**src/rtl/serial_subtractor.sv**
```systemverilog
// Digit-serial subtractor: computes a - b - borrow_in DIGIT bits per cycle,
// LSB digit first, and reports the final borrow and signed overflow.

module serial_subtractor_digit #(
  parameter int DIGIT = 2
) (
  input  logic [DIGIT-1:0] a,
  input  logic [DIGIT-1:0] b,
  input  logic             bin,
  output logic [DIGIT-1:0] d,
  output logic             bout
);
  logic [DIGIT:0] r;

  // The extension bit of the widened difference is the borrow out of the slice.
  assign r    = {1'b0, a} - {1'b0, b} - {{DIGIT{1'b0}}, bin};
  assign d    = r[DIGIT-1:0];
  assign bout = r[DIGIT];
endmodule

module serial_subtractor #(
  parameter int WIDTH = 8,
  parameter int DIGIT = 2
) (
  input  logic             clk,
  input  logic             rst_n,
  input  logic             start,
  input  logic [WIDTH-1:0] a,
  input  logic [WIDTH-1:0] b,
  input  logic             borrow_in,
  output logic             busy,
  output logic             done,
  output logic [WIDTH-1:0] diff,
  output logic             borrow_out,
  output logic             ovf
);
  localparam int N  = WIDTH / DIGIT;
  localparam int CW = (N > 1) ? $clog2(N) : 1;

  typedef enum logic [1:0] {IDLE, RUN, DONE} state_t;

  state_t           state;
  logic [WIDTH-1:0] a_q, b_q;
  logic             a_msb, b_msb;
  logic             brw;
  logic [CW-1:0]    cnt;
  logic [DIGIT-1:0] d_k;
  logic             brw_k;

  // Operands shift right each RUN cycle so the current digit is always at bit 0.
  serial_subtractor_digit #(.DIGIT(DIGIT)) u_digit (
    .a    (a_q[DIGIT-1:0]),
    .b    (b_q[DIGIT-1:0]),
    .bin  (brw),
    .d    (d_k),
    .bout (brw_k)
  );

  always_ff @(posedge clk or negedge rst_n) begin
    if (!rst_n) begin
      state      <= IDLE;
      busy       <= 1'b0;
      done       <= 1'b0;
      diff       <= '0;
      borrow_out <= 1'b0;
      ovf        <= 1'b0;
      a_q        <= '0;
      b_q        <= '0;
      a_msb      <= 1'b0;
      b_msb      <= 1'b0;
      brw        <= 1'b0;
      cnt        <= '0;
    end else begin
      case (state)
        IDLE: begin
          done <= 1'b0;
          if (start) begin
            a_q   <= a;
            b_q   <= b;
            a_msb <= a[WIDTH-1];
            b_msb <= b[WIDTH-1];
            brw   <= borrow_in;
            cnt   <= '0;
            diff  <= '0;
            busy  <= 1'b1;
            state <= RUN;
          end
        end
        RUN: begin
          a_q <= a_q >> DIGIT;
          b_q <= b_q >> DIGIT;
          brw <= brw_k;
          cnt <= cnt + 1'b1;
          diff[int'(cnt)*DIGIT +: DIGIT] <= d_k;
          if (cnt == CW'(N - 1)) begin
            // The last slice's top bit is the result MSB used for overflow.
            borrow_out <= brw_k;
            ovf        <= (a_msb ^ b_msb) & (d_k[DIGIT-1] ^ a_msb);
            done       <= 1'b1;
            state      <= DONE;
          end
        end
        DONE: begin
          done  <= 1'b0;
          busy  <= 1'b0;
          state <= IDLE;
        end
        default: begin
          done  <= 1'b0;
          busy  <= 1'b0;
          state <= IDLE;
        end
      endcase
    end
  end
endmodule

```
**config.mk**
```make
export PLATFORM = sky130hd
export DESIGN_NAME = serial_subtractor
export DESIGN_NICKNAME = d
export VERILOG_FILES = /design/src/rtl/serial_subtractor.sv
export SDC_FILE = /design/constraint.sdc
export NUM_CORES = 1
export LEC_CHECK = 0
export CAP_MARGIN = 30
export CORE_MARGIN = 8
export CORE_UTILIZATION = 30
export DETAILED_ROUTE_END_ITERATION = 8
export SYNTH_ARGS = -nofsm -noshare
export SYNTH_HDL_FRONTEND = slang
export SYNTH_SLANG_ARGS = --single-unit
```
**constraint.sdc**
```tcl
create_clock -name clk -period 4.7 [get_ports clk]
set_input_delay 0.705 -clock clk [delete_from_list [all_inputs] [get_ports clk]]
set_output_delay 0.705 -clock clk [all_outputs]
set_load 0.05 [all_outputs]
```
### After elaboration in Yosys (flattened, before gate mapping)

Cells that the tools add are included.
W data, S select, Z words.

* memory bits (writable): 0
* output and inout port bits: 12
* bits in latches: 0
* logic and storage cells: 51
* input port bits: 20
* memories kept: 0
* register bits: 35
* memory bits (read-only): 0

* add/subtract/negate cells: 4
* multiply operators: 0
* divide/modulo/power cells: 0
* bitwise operators: 4
* order comparisons: 0
* mux-type cells: 18
* equal/unequal tests: 4
* reductions and logical operators: 7
* shifts and indexed selects: 2

Operator list (number)
* $pmux W8 S2: 3
* $neg A3 Y33: 1
* $shift A2 B33 Y8 const A: 1
* $shiftx A2 B33 Y8: 1
* $mux W8: 3
* $reduce_and A2 Y1: 5
* $bwmux W8: 1
* $pmux W2 S2: 2
* $mux W2: 3
* $mux W1: 4
* $ne A2 B2 Y1 const B: 2
* $pmux W1 S2: 2
* $sub A2 B2 Y3: 1
* $sub A3 B1 Y3: 1
* $add A2 B1 Y2 const B: 1
* $eq A2 B1 Y1 const B: 1
* $eq A2 B2 Y1 const B: 1
* $logic_not A2 Y1: 1
* $reduce_bool A2 Y1: 1
* $xor A1 B1 Y1: 2
* $and A1 B1 Y1: 1
* $not A1 Y1: 1

### Depth between registers and ports, before layout

Gate-level depths: netlist of the first run.

* depth after elaboration: 5
* mapped depth: 9
* mapped depth without buffers: 9

### Hierarchy

Synthesis of the first run repeated with hierarchy kept, for this count alone.

* cell total of the unflattened synthesis: 187
* area, all modules: 1861.8 um^2

By module, submodules not included
* serial_subtractor: cells each 179, times used 1, sequential area each 875.8 um^2, area each 1799.2 um^2
* serial_subtractor_digit: cells each 8, times used 1, sequential area each 0.0 um^2, area each 62.6 um^2

### Worst setup path after synthesis of the first run

OpenSTA, ideal clock, no wires.

* path kind: reg2reg
* from: register a_q[0]
* to: register ovf
* data required time: 4.570 ns
* data arrival time: 2.073 ns
* setup slack: 2.497 ns
* period minus slack after synthesis: 2.203 ns
* setup time: 0.130 ns
* path buffers: 0
* cell stages (with the launch flop): 9
* path through: dfrtp_1 fa_1 inv_1 ha_1 nor2_1 fa_1 nor2b_1 a21oi_1 o21ai_0

* cells in the longest elaborated chain, start to end: 4

Ends and longest elaborated chain
* from (decl): line 43 `logic [WIDTH-1:0] a_q, b_q;`
* from (signal assigned): line 90 `a_q <= a_q >> DIGIT;`
* $sub A2 B2 Y3: line 16 `assign r = {1'b0, a} - {1'b0, b} - {{DIGIT{1'b0}}, bin};`
* $sub A3 B1 Y3: line 16
* $xor A1 B1 Y1: line 98 `ovf <= (a_msb ^ b_msb) & (d_k[DIGIT-1] ^ a_msb);`
* $and A1 B1 Y1: line 98
* to (signal assigned): line 98
* to (decl): line 35 `output logic ovf`

No other way between the ends.
A chain may end at the register's enable or synchronous reset.

### Worst setup path in the final report of the first run

Ends and elaborated chain as after synthesis.

==> results.txt, run 1 <==
----------------------------------------------------
[Synth]
  Post-synthesis instance area ... 0.00177 mm2
  Number of unique standard cell types used by synthesis ... 32
  Synth warnings ... 0
  Most common cell in the netlist ... dfrtp_1
  Number of flops mapped to enable cells by yosys ... 0
  Share of synthesized flip-flops with an asynchronous set or reset ... 1.00
  Post-synth top cells ... dfrtp_1 (35), o21ai_0 (21), nand2_1 (18)
  Number of instances in the synthesized netlist ... 180
  Mean instance size in the synthesized netlist ... 9.81 um2
  Cell type contributing the most total cell area after synthesis ... dfrtp_1
  Ranking of synthesized cells by area ... dfrtp_1 (50%), o21ai_0 (6.0%), a22oi_1 (5.1%)
  Sequential fraction of the synthesis area ... 0.496
  Synthesized Nets ... 208
  Prevailing post-synth register cell ... dfrtp_1
  Share of the synthesized area in the top cell type ... 0.496
  Number of synthesized register bits ... 35

[STA]
  Portion of the clock cycle consumed by the worst path in the final layout ... 0.513
  Setup Viol. Count Final ... 0
  Clock Skew ... 0.00286 ns
  Relative slew margins ... 0.392
  Slew at the pin closest to its max-slew limit ... 0.913 ns
  F_max ... 415 MHz
  Fin crit period ... 2.41 ns
  Final count of pins violating max slew ... 0
  Hold violation total from the final report ... 0
  Sum of negative setup slack ... 0 ns
  RSZ-0062 raised after global routing ... no
  Worst slack on hold paths ... 0.491 ns

[CTS]
  Clock tree from TritonCTS ... yes
  CTS Root Cell ... clkbuf_8
  Maximum clock insertion buffer count ... 2
  Clock slew at the register clock pins of the worst setup and hold paths ... 0.07 ns
  H-tree depth ... 2
  Clock latency on the worst-skew pair ... 0.29 ns
  Hold bufs inserted after CTS ... 0
  TritonCTS Buffers ... 5
  CTS sink count ... 35
  Setup Fix Bufs, Post-CTS ... 0
  Post-cts sizing count ... 0

[Power]
  Worst ir drop on vdd ... 0.255 mV
  Leakage power total ... 0.965 nW
  Overall power consumption ... 1.49 mW
  PD cells ... 667 mW/mm2

[Global routing]
  Largest net degree at the start of global routing ... 36
  Antenna violations before repair ... 0
  Global routing usage on met2 ... 0.150
  Global routing usage summed across all routing layers ... 0.103
  Wire length of the first global-routing pass ... 6.99 mm
  Remaining global-route overflow ... 0
  Global Route met1 Usage ... 0.132
  Met3 layer usage reported by global route ... 0.0332
  Busiest layer in global routing ... met2
  Number of global-route vias before repair ... 1407

[Floorplanning]
  Floorplan die width ... 92.7 um
  Initial core utilization ... 0.304
  Boundary pin count ... 32
  Die Span Y ... 92.7 um
  Floorplan die area ... 0.00860 mm2
  Rows ... 28
  Core region area ... 0.00582 mm2

[Placement]
  Routability congestion estimate ... 0.790
  Half-perimeter wire length after detailed placement ... 2.89 mm
  # port buffers ... 31

[Worst setup path]
  Critical path cell sequence ... fa_1 -> inv_1 -> ha_1 -> nor2_1 -> fa_1 -> nor2b_1 -> a21oi_1 -> o21ai_0
  Maximum fanout count along the critical path ... 6
  Crit path max-delay cell type ... fa_1
  CP arrival ... 2.58 ns
  Crit end category ... register
  Category of the critical setup timing path ... reg -> reg
  CP peak stage delay ... 0.56 ns
  Cell with the most instances on the worst path ... fa_1
  Critical Path Start Type ... register
  Crit path required time ... 4.87 ns

[Job]
  Max Cap Viol ... 0

[Cells and area]
  Number of antenna cells inserted ... 0
  Final-layout fill cell count ... 608
  Area delta synth->final ... 26.9%
  Layout cells sized above 1 ... 0.0519
  Net total in the final layout ... 239

[Min path]
  Class of the tightest hold or removal check ... reg -> reg

[Route]
  Via count normalized by instance count ... 4.85
  Number of iterations in the first detailed-routing pass ... 4
  Number of nets with antenna violations after routing ... 0
  Via count ... 1391
  Wirelength, routed ... 4.18 mm
  Avg WL per Cell ... 14.6 um
  DRC violation count after routing ... 0
  Drt initial violations ... 160

[Outcome]
  Result of the run ... finished, final reports clean

----------------------------------------------------
[area by class of cell]
cell class	instances	area [um2]	area share
Multi-Input combinational cell	123	796	0.355
Inverter	13	48.8	0.0218
Clock buffer	8	100	0.0447
Tap cell	75	93.8	0.0419
Sequential cell	35	876	0.391
Timing Repair Buffer	33	325	0.145
[final timing paths]
kind                        start  endpoint  slack [ns]  depth (start not counted)
min in group asynchronous   rst_n      done        0.82                          2
hold reg to reg               ovf       ovf        0.49                          2
max in group asynchronous   rst_n   diff[3]        3.56                          2
hold / removal                ovf       ovf        0.49                          2
setup reg to reg           a_q[0]       ovf        2.29                          8
setup / recovery           a_q[0]       ovf        2.29                          8
[cell usage in the layout, fill, tap and decap left out]
cell and n:
a21oi_1 16, a22o_1 2, a22oi_1 12, a2bb2oi_1 2, and2b_1 6, and3b_1 1, buf_4 2, clkbuf_1 1
clkbuf_8 7, clkdlybuf4s50_1 31, dfrtp_1 35, fa_1 2, ha_1 6, inv_1 13, mux2_2 1, nand2_1 18
nand2b_1 1, nand2b_4 1, nand3_1 3, nand3b_1 2, nand4_1 1, nor2_1 4, nor2b_1 9, nor3b_1 3
o21ai_0 21, o21bai_1 1, o22ai_1 4, o2bb2ai_1 1, o31ai_1 2, or3_1 1, or3b_1 1, or4_1 1
xnor2_1 1
[metrics by stage]
step,instance area [um2],setup slack [ns],utilization,cells
after floorplan,1770,2.50,-,180
after detailed placement,2140,2.22,0.368,279
after CTS,2240,2.27,0.385,287
after global routing,2240,2.13,0.385,287
after global placement,2130,2.25,0.367,278
final,2240,2.29,0.385,287
[cell families (layout without fill, tap and decap cells)]
group / count (synthesis) / in the layout / synth area share
simple gates: 52 / 52 / 0.167
mux: 1 / 1 / 0.00638
fa+ha+maj: 8 / 8 / 0.0652
compound gates: 61 / 61 / 0.208
xor+xnor: 1 / 1 / 0.00496
buf+inv: 22 / 54 / 0.0531
flops: 35 / 35 / 0.496
[worst max-delay path: cells and delay by family (launching register included)]
| kind | cells | cell delay, ns |
|---|---|---|
| AOI/OAI and AO/OA | 2 | 0.24 |
| adders and majority gates | 3 | 1.28 |
| buffers and inverters | 1 | 0.05 |
| DFF | 1 | 0.41 |
| and+or+nand+nor | 2 | 0.31 |
[report_power, final]
part | switching (mW) | total (mW) | internal [mW]
Clock | 0.109 | 0.243 | 0.134
Combinational | 0.422 | 0.707 | 0.285
Sequential | 0.128 | 0.544 | 0.416
Total | 0.660 | 1.49 | 0.835
[layer usage]
metal / part of all wire / vias up
met4: 0.023 / 0
met2: 0.45 / 32
met5: 0 / -
met1: 0.46 / 661
met3: 0.058 / 8
li1: - / 690
[registers in the layout, summed over array words and instances, names as in the netlist]
| signal | cells |
|---|---|
| b_msb | 1 |
| diff | 8 |
| borrow_out | 1 |
| b_q | 8 |
| busy | 1 |
| a_q | 8 |
| state | 2 |
| ovf | 1 |
| done | 1 |
| a_msb | 1 |
| cnt | 2 |
| brw | 1 |
No activity file was read; power rests on OpenSTA's default activity.
==> run 2, diff against run 1 <==
==> constraint.sdc (replaced) <==
create_clock -name clk -period 2 [get_ports clk]
set_input_delay 0.3 -clock clk [delete_from_list [all_inputs] [get_ports clk]]
set_output_delay 0.3 -clock clk [all_outputs]
set_load 0.05 [all_outputs]
==> results.txt, run 2 (synthesis gave the netlist of run 1 again) <==
----------------------------------------------------
[Outcome]
  Result of the run ... finished, violations left
  Violations in the final reports ... negative setup slack

[Global routing]
  Remaining global-route overflow ... 0
  Wire length of the first global-routing pass ... 7.09 mm
  Number of global-route vias before repair ... 1488
  Global routing usage summed across all routing layers ... 0.104
  Antenna violations before repair ... 0
  Largest net degree at the start of global routing ... 36

[Floorplanning]
  Die Span Y ... 92.7 um
  Core region area ... 0.00582 mm2
  Floorplan die width ... 92.7 um
  Floorplan die area ... 0.00860 mm2
  Boundary pin count ... 32
  Initial core utilization ... 0.304
  Rows ... 28

[Route]
  Via count ... 1440
  Drt initial violations ... 77
  Number of iterations in the first detailed-routing pass ... 4
  Wirelength, routed ... 4.30 mm
  Number of nets with antenna violations after routing ... 0
  Via count normalized by instance count ... 4.83
  Avg WL per Cell ... 14.4 um
  DRC violation count after routing ... 0

[Worst setup path]
  Crit path max-delay cell type ... fa_1
  R2r startpoint ... a_q[0]
  Crit path required time ... 2.17 ns
  Register-to-register setup slack ... -0.20 ns
  Category of the critical setup timing path ... reg -> reg
  Endpoint of the worst register-to-register path ... ovf
  Critical Path Start Type ... register
  CP arrival ... 2.37 ns
  Critical path cell sequence ... fa_1 -> inv_1 -> ha_2 -> nor2_4 -> fa_2 -> nor2b_1 -> a21oi_1 -> o21ai_1
  CP peak stage delay ... 0.56 ns
  Maximum fanout count along the critical path ... 4
  Register-to-Register Path Depth ... 8
  Crit end category ... register

[CTS]
  Clock tree from TritonCTS ... yes
  H-tree depth ... 2
  CTS sink count ... 35
  Hold bufs inserted after CTS ... 0
  Clock slew at the register clock pins of the worst setup and hold paths ... 0.07 ns
  Clock latency on the worst-skew pair ... 0.29 ns
  TritonCTS Buffers ... 5
  Maximum clock insertion buffer count ... 2
  CTS Root Cell ... clkbuf_8

[Cells and area]
  Final-layout fill cell count ... 601
  Most used cells in the layout excluding fill and tap cells ... dfrtp_1 (35), clkdlybuf4s50_1 (31), o21ai_0 (20)
  Number of antenna cells inserted ... 0
  Layout cells sized above 1 ... 0.121
  Net total in the final layout ... 250
  Largest registers ... a_q (8), b_q (8), diff (8)
  Area delta synth->final ... 31.8%
  Most common library cell in the layout ignoring fill and taps ... dfrtp_1

[Power]
  PD cells ... 1590 mW/mm2
  Portion of total power attributed to sequential cells ... 0.327
  Overall power consumption ... 3.70 mW
  Share of power burned in combinational logic ... 0.538
  Switch Pwr ... 1.60 mW
  Leakage power total ... 1.01 nW
  Switching share of total power ... 0.433
  Clock network power share ... 0.135
  Internal power contribution ... 2.10 mW
  Worst ir drop on vdd ... 0.640 mV

[STA]
  F_max ... 455 MHz
  Setup slack of the critical path after layout ... -0.198 ns
  Clock Skew ... 0.00384 ns
  Relative slew margins ... 0.659
  RSZ-0062 raised after global routing ... yes
  Slew at the pin closest to its max-slew limit ... 0.510 ns
  Portion of the clock cycle consumed by the worst path in the final layout ... 1.10
  Final count of pins violating max slew ... 0
  Setup Viol. Count Final ... 5
  Fin crit period ... 2.20 ns
  Hold violation total from the final report ... 0
  Worst slack on hold paths ... 0.420 ns

[Placement]
  Routability congestion estimate ... 0.761
  Half-perimeter wire length after detailed placement ... 3.11 mm
  Placement-stage worst setup slack ... -0.226 ns
  # port buffers ... 31

[Min path]
  Class of the tightest hold or removal check ... in -> async

[Job]
  Max Cap Viol ... 0

----------------------------------------------------
run 2: timing repair:
item	in CTS	in global routing
gates resized for setup	3	1
setup buffers	1	0
setup endpoints to repair	5	5
pin swaps	2	2
hold endpoints to repair	0	0
run 2: how the worst max path moves through the flow:
stage                 from  slack (ns)  endpoint
CTS                 a_q[0]       -0.20       ovf
detailed placement     brw       -0.23       ovf
global placement       brw       -0.18       ovf
floorplan              brw       -0.15       ovf
global route        b_q[0]       -0.31       ovf
finish              a_q[0]       -0.20       ovf
run 2: cell type report:
type / count / area [um2] / area share
clock buffer: 7 / 76.3 / 0.0328
clock inverter: 1 / 5.00 / 0.00215
inverter: 13 / 48.8 / 0.0210
multi-input combinational: 123 / 820 / 0.352
sequential: 35 / 876 / 0.376
tap: 75 / 93.8 / 0.0403
timing repair buffer: 44 / 408 / 0.175
run 2: worst max-delay path: cells and delay by family, from the launching register on:
| family | cells | cell delay, ns |
|---|---|---|
| adders and majority gates | 3 | 1.21 |
| DFF | 1 | 0.40 |
| and+or+nand+nor | 2 | 0.24 |
| AOI/OAI and AO/OA | 2 | 0.18 |
| buffers and inverters | 1 | 0.05 |
run 2: metrics by stage:
step	instance area (um2)	cells	setup TNS, ns	util
after floorplan	1770	180	-0.183	-
after global placement	2220	289	-0.441	0.382
after detailed placement	2220	289	-0.758	0.382
after CTS	2320	298	-0.625	0.399
after global routing	2330	298	-1.16	0.400
final	2330	298	-0.627	0.400
run 2: layer usage:
| metal | vias to the layer above | part of all wire | track usage | wire length [um] |
|---|---|---|---|---|
| met5 | - | 0 | 0 | 0 |
| met4 | 0 | 0.017 | 0.0443 | 74 |
| met1 | 705 | 0.48 | 0.128 | 2050 |
| li1 | 710 | - | - | - |
| met3 | 5 | 0.041 | 0.0324 | 178 |
| met2 | 20 | 0.46 | 0.164 | 2000 |
run 2: power by group through the flow:
stage	Sequential (mW)	Combinational, mW	Clock (mW)
after detailed placement	1.22	1.93	0
after global placement	1.21	1.89	0
after floorplan	1.41	1.05	0
final	1.21	1.99	0.500
after global routing	1.25	2.19	0.545
after CTS	1.21	1.99	0.511
==> run 3, diff against run 2 <==
--- a/config.mk
+++ b/config.mk
@@ -6,9 +6,13 @@
 export NUM_CORES = 1
 export LEC_CHECK = 0
 export CAP_MARGIN = 30
+export CELL_PAD_IN_SITES_DETAIL_PLACEMENT = 0
+export CELL_PAD_IN_SITES_GLOBAL_PLACEMENT = 2
 export CORE_MARGIN = 8
-export CORE_UTILIZATION = 30
+export CORE_UTILIZATION = 29
 export DETAILED_ROUTE_END_ITERATION = 8
+export PLACE_DENSITY_LB_ADDON = 0.1
+export REMOVE_ABC_BUFFERS = 1
 export SYNTH_ARGS = -nofsm -noshare
 export SYNTH_HDL_FRONTEND = slang
 export SYNTH_SLANG_ARGS = --single-unit
==> results.txt, run 3 (synthesis gave the netlist of run 1 again) <==
----------------------------------------------------
[Global routing]
  Largest net degree at the start of global routing ... 36
  Number of global-route vias before repair ... 1581
  Wire length of the first global-routing pass ... 7.90 mm
  Remaining global-route overflow ... 0
  Global routing usage summed across all routing layers ... 0.114
  Antenna violations before repair ... 0

[Power]
  Overall power consumption ... 4.05 mW
  PD cells ... 1680 mW/mm2
  Switch Pwr ... 1.71 mW
  Internal power contribution ... 2.34 mW
  Worst ir drop on vdd ... 0.768 mV
  Clock network power share ... 0.165
  Portion of total power attributed to sequential cells ... 0.308
  Share of power burned in combinational logic ... 0.527
  Leakage power total ... 1.06 nW
  Switching share of total power ... 0.422

[STA]
  Slew at the pin closest to its max-slew limit ... 0.579 ns
  Portion of the clock cycle consumed by the worst path in the final layout ... 1.10
  Relative slew margins ... 0.614
  Hold violation total from the final report ... 0
  F_max ... 453 MHz
  RSZ-0062 raised after global routing ... yes
  Clock Skew ... 0.0121 ns
  Final count of pins violating max slew ... 0
  Worst slack on hold paths ... 0.438 ns
  Setup slack of the critical path after layout ... -0.206 ns
  Setup Viol. Count Final ... 5
  Fin crit period ... 2.21 ns

[Route]
  Drt initial violations ... 44
  Number of nets with antenna violations after routing ... 0
  Via count normalized by instance count ... 4.84
  Number of iterations in the first detailed-routing pass ... 4
  Wirelength, routed ... 4.70 mm
  Via count ... 1457
  Avg WL per Cell ... 15.6 um
  DRC violation count after routing ... 0

[Outcome]
  Result of the run ... finished, violations left
  Violations in the final reports ... negative setup slack

[CTS]
  Clock slew at the register clock pins of the worst setup and hold paths ... 0.08 ns
  CTS sink count ... 35
  TritonCTS Buffers ... 5
  Clock tree from TritonCTS ... yes
  H-tree depth ... 2
  CTS Root Cell ... clkbuf_8
  Hold bufs inserted after CTS ... 0
  Maximum clock insertion buffer count ... 2
  Clock latency on the worst-skew pair ... 0.29 ns

[Cells and area]
  Area delta synth->final ... 36.7%
  Number of antenna cells inserted ... 0
  Net total in the final layout ... 253
  Largest registers ... a_q (8), b_q (8), diff (8)
  Final cell count without fillers ... 301
  Sequential cell area in the final layout ... 876 um2
  Multi-input logic area ... 843 um2
  Final-layout fill cell count ... 588
  Layout cells sized above 1 ... 0.168
  Most common library cell in the layout ignoring fill and taps ... dfrtp_1
  Most used cells in the layout excluding fill and tap cells ... dfrtp_1 (35), clkdlybuf4s50_1 (31), o21ai_0 (20)
  Util after Layout ... 0.408

[Worst setup path]
  Category of the critical setup timing path ... reg -> reg
  CP arrival ... 2.43 ns
  Crit path required time ... 2.22 ns
  Maximum fanout count along the critical path ... 3
  Critical Path Start Type ... register
  Crit end category ... register

[Placement]
  Half-perimeter wire length after detailed placement ... 3.33 mm
  Placement-stage worst setup slack ... -0.274 ns
  # port buffers ... 31
  Total placed cells including tap cells ... 290
  Routability congestion estimate ... 0.751

[Floorplanning]
  Core region area ... 0.00592 mm2
  Floorplan die width ... 94.0 um
  Die Span Y ... 94.0 um
  Rows ... 28
  Floorplan die area ... 0.00884 mm2
  Initial core utilization ... 0.298
  Boundary pin count ... 32

[Min path]
  Class of the tightest hold or removal check ... in -> async

[Job]
  Max Cap Viol ... 0

----------------------------------------------------
run 3: through the flow:
step / area [um2] / TNS (ns)
3_3_place_gp: 2220 / -0.717
4_1_cts: 2380 / -0.701
2_1_floorplan: 1720 / -0.270
3_5_place_dp: 2220 / -0.933
5_1_grt: 2410 / -1.20
6_report: 2410 / -0.638
run 3: repair_timing:
item / CTS / global route
pin swaps: 6 / 4
gates resized for setup: 11 / 3
buffers inserted: 1 / 2
endpoints found under the setup margin: 5 / 7
run 3: path summary, 6_finish.rpt:
kind,depth (start not counted),startpoint,end,slack (ns)
max,9,b_q[0],ovf,-0.21
min,2,rst_n,diff[4],0.44
max reg2reg,9,b_q[0],ovf,-0.21
min reg2reg,2,a_q[4],a_q[4],0.49
max in group asynchronous,2,rst_n,a_q[0],1.23
min in group clk,2,a_q[4],a_q[4],0.49
run 3: final cells by class:
type | instances | area share
sequential | 35 | 0.363
clock buffer | 6 | 0.0342
multi-input combinational | 123 | 0.349
tap | 75 | 0.0389
timing repair buffer | 47 | 0.180
inverter | 13 | 0.0202
clock inverter | 2 | 0.0145
run 3: power by group through the flow:
stage | Combinational, mW | Clock, mW | Sequential [mW]
after floorplan | 0.912 | 0 | 1.47
after global placement | 1.90 | 0 | 1.23
after detailed placement | 1.92 | 0 | 1.25
after CTS | 2.07 | 0.688 | 1.24
after global routing | 2.37 | 0.725 | 1.29
final | 2.14 | 0.668 | 1.25
run 3: metal layers:
metal	global-route usage	vias up	wire length, um
met3	0.0352	5	177
li1	-	718	-
met4	0.0317	0	55
met2	0.170	25	2060
met1	0.155	709	2400
met5	0	-	0
run 3: critical path: stages, from the launching register on:
cell	delay, ns
dfrtp_1	0.37
inv_2	0.06
fa_1	0.55
inv_1	0.05
ha_2	0.16
nor2_2	0.11
fa_2	0.48
nor3b_2	0.20
a21oi_2	0.04
o21ai_1	0.12
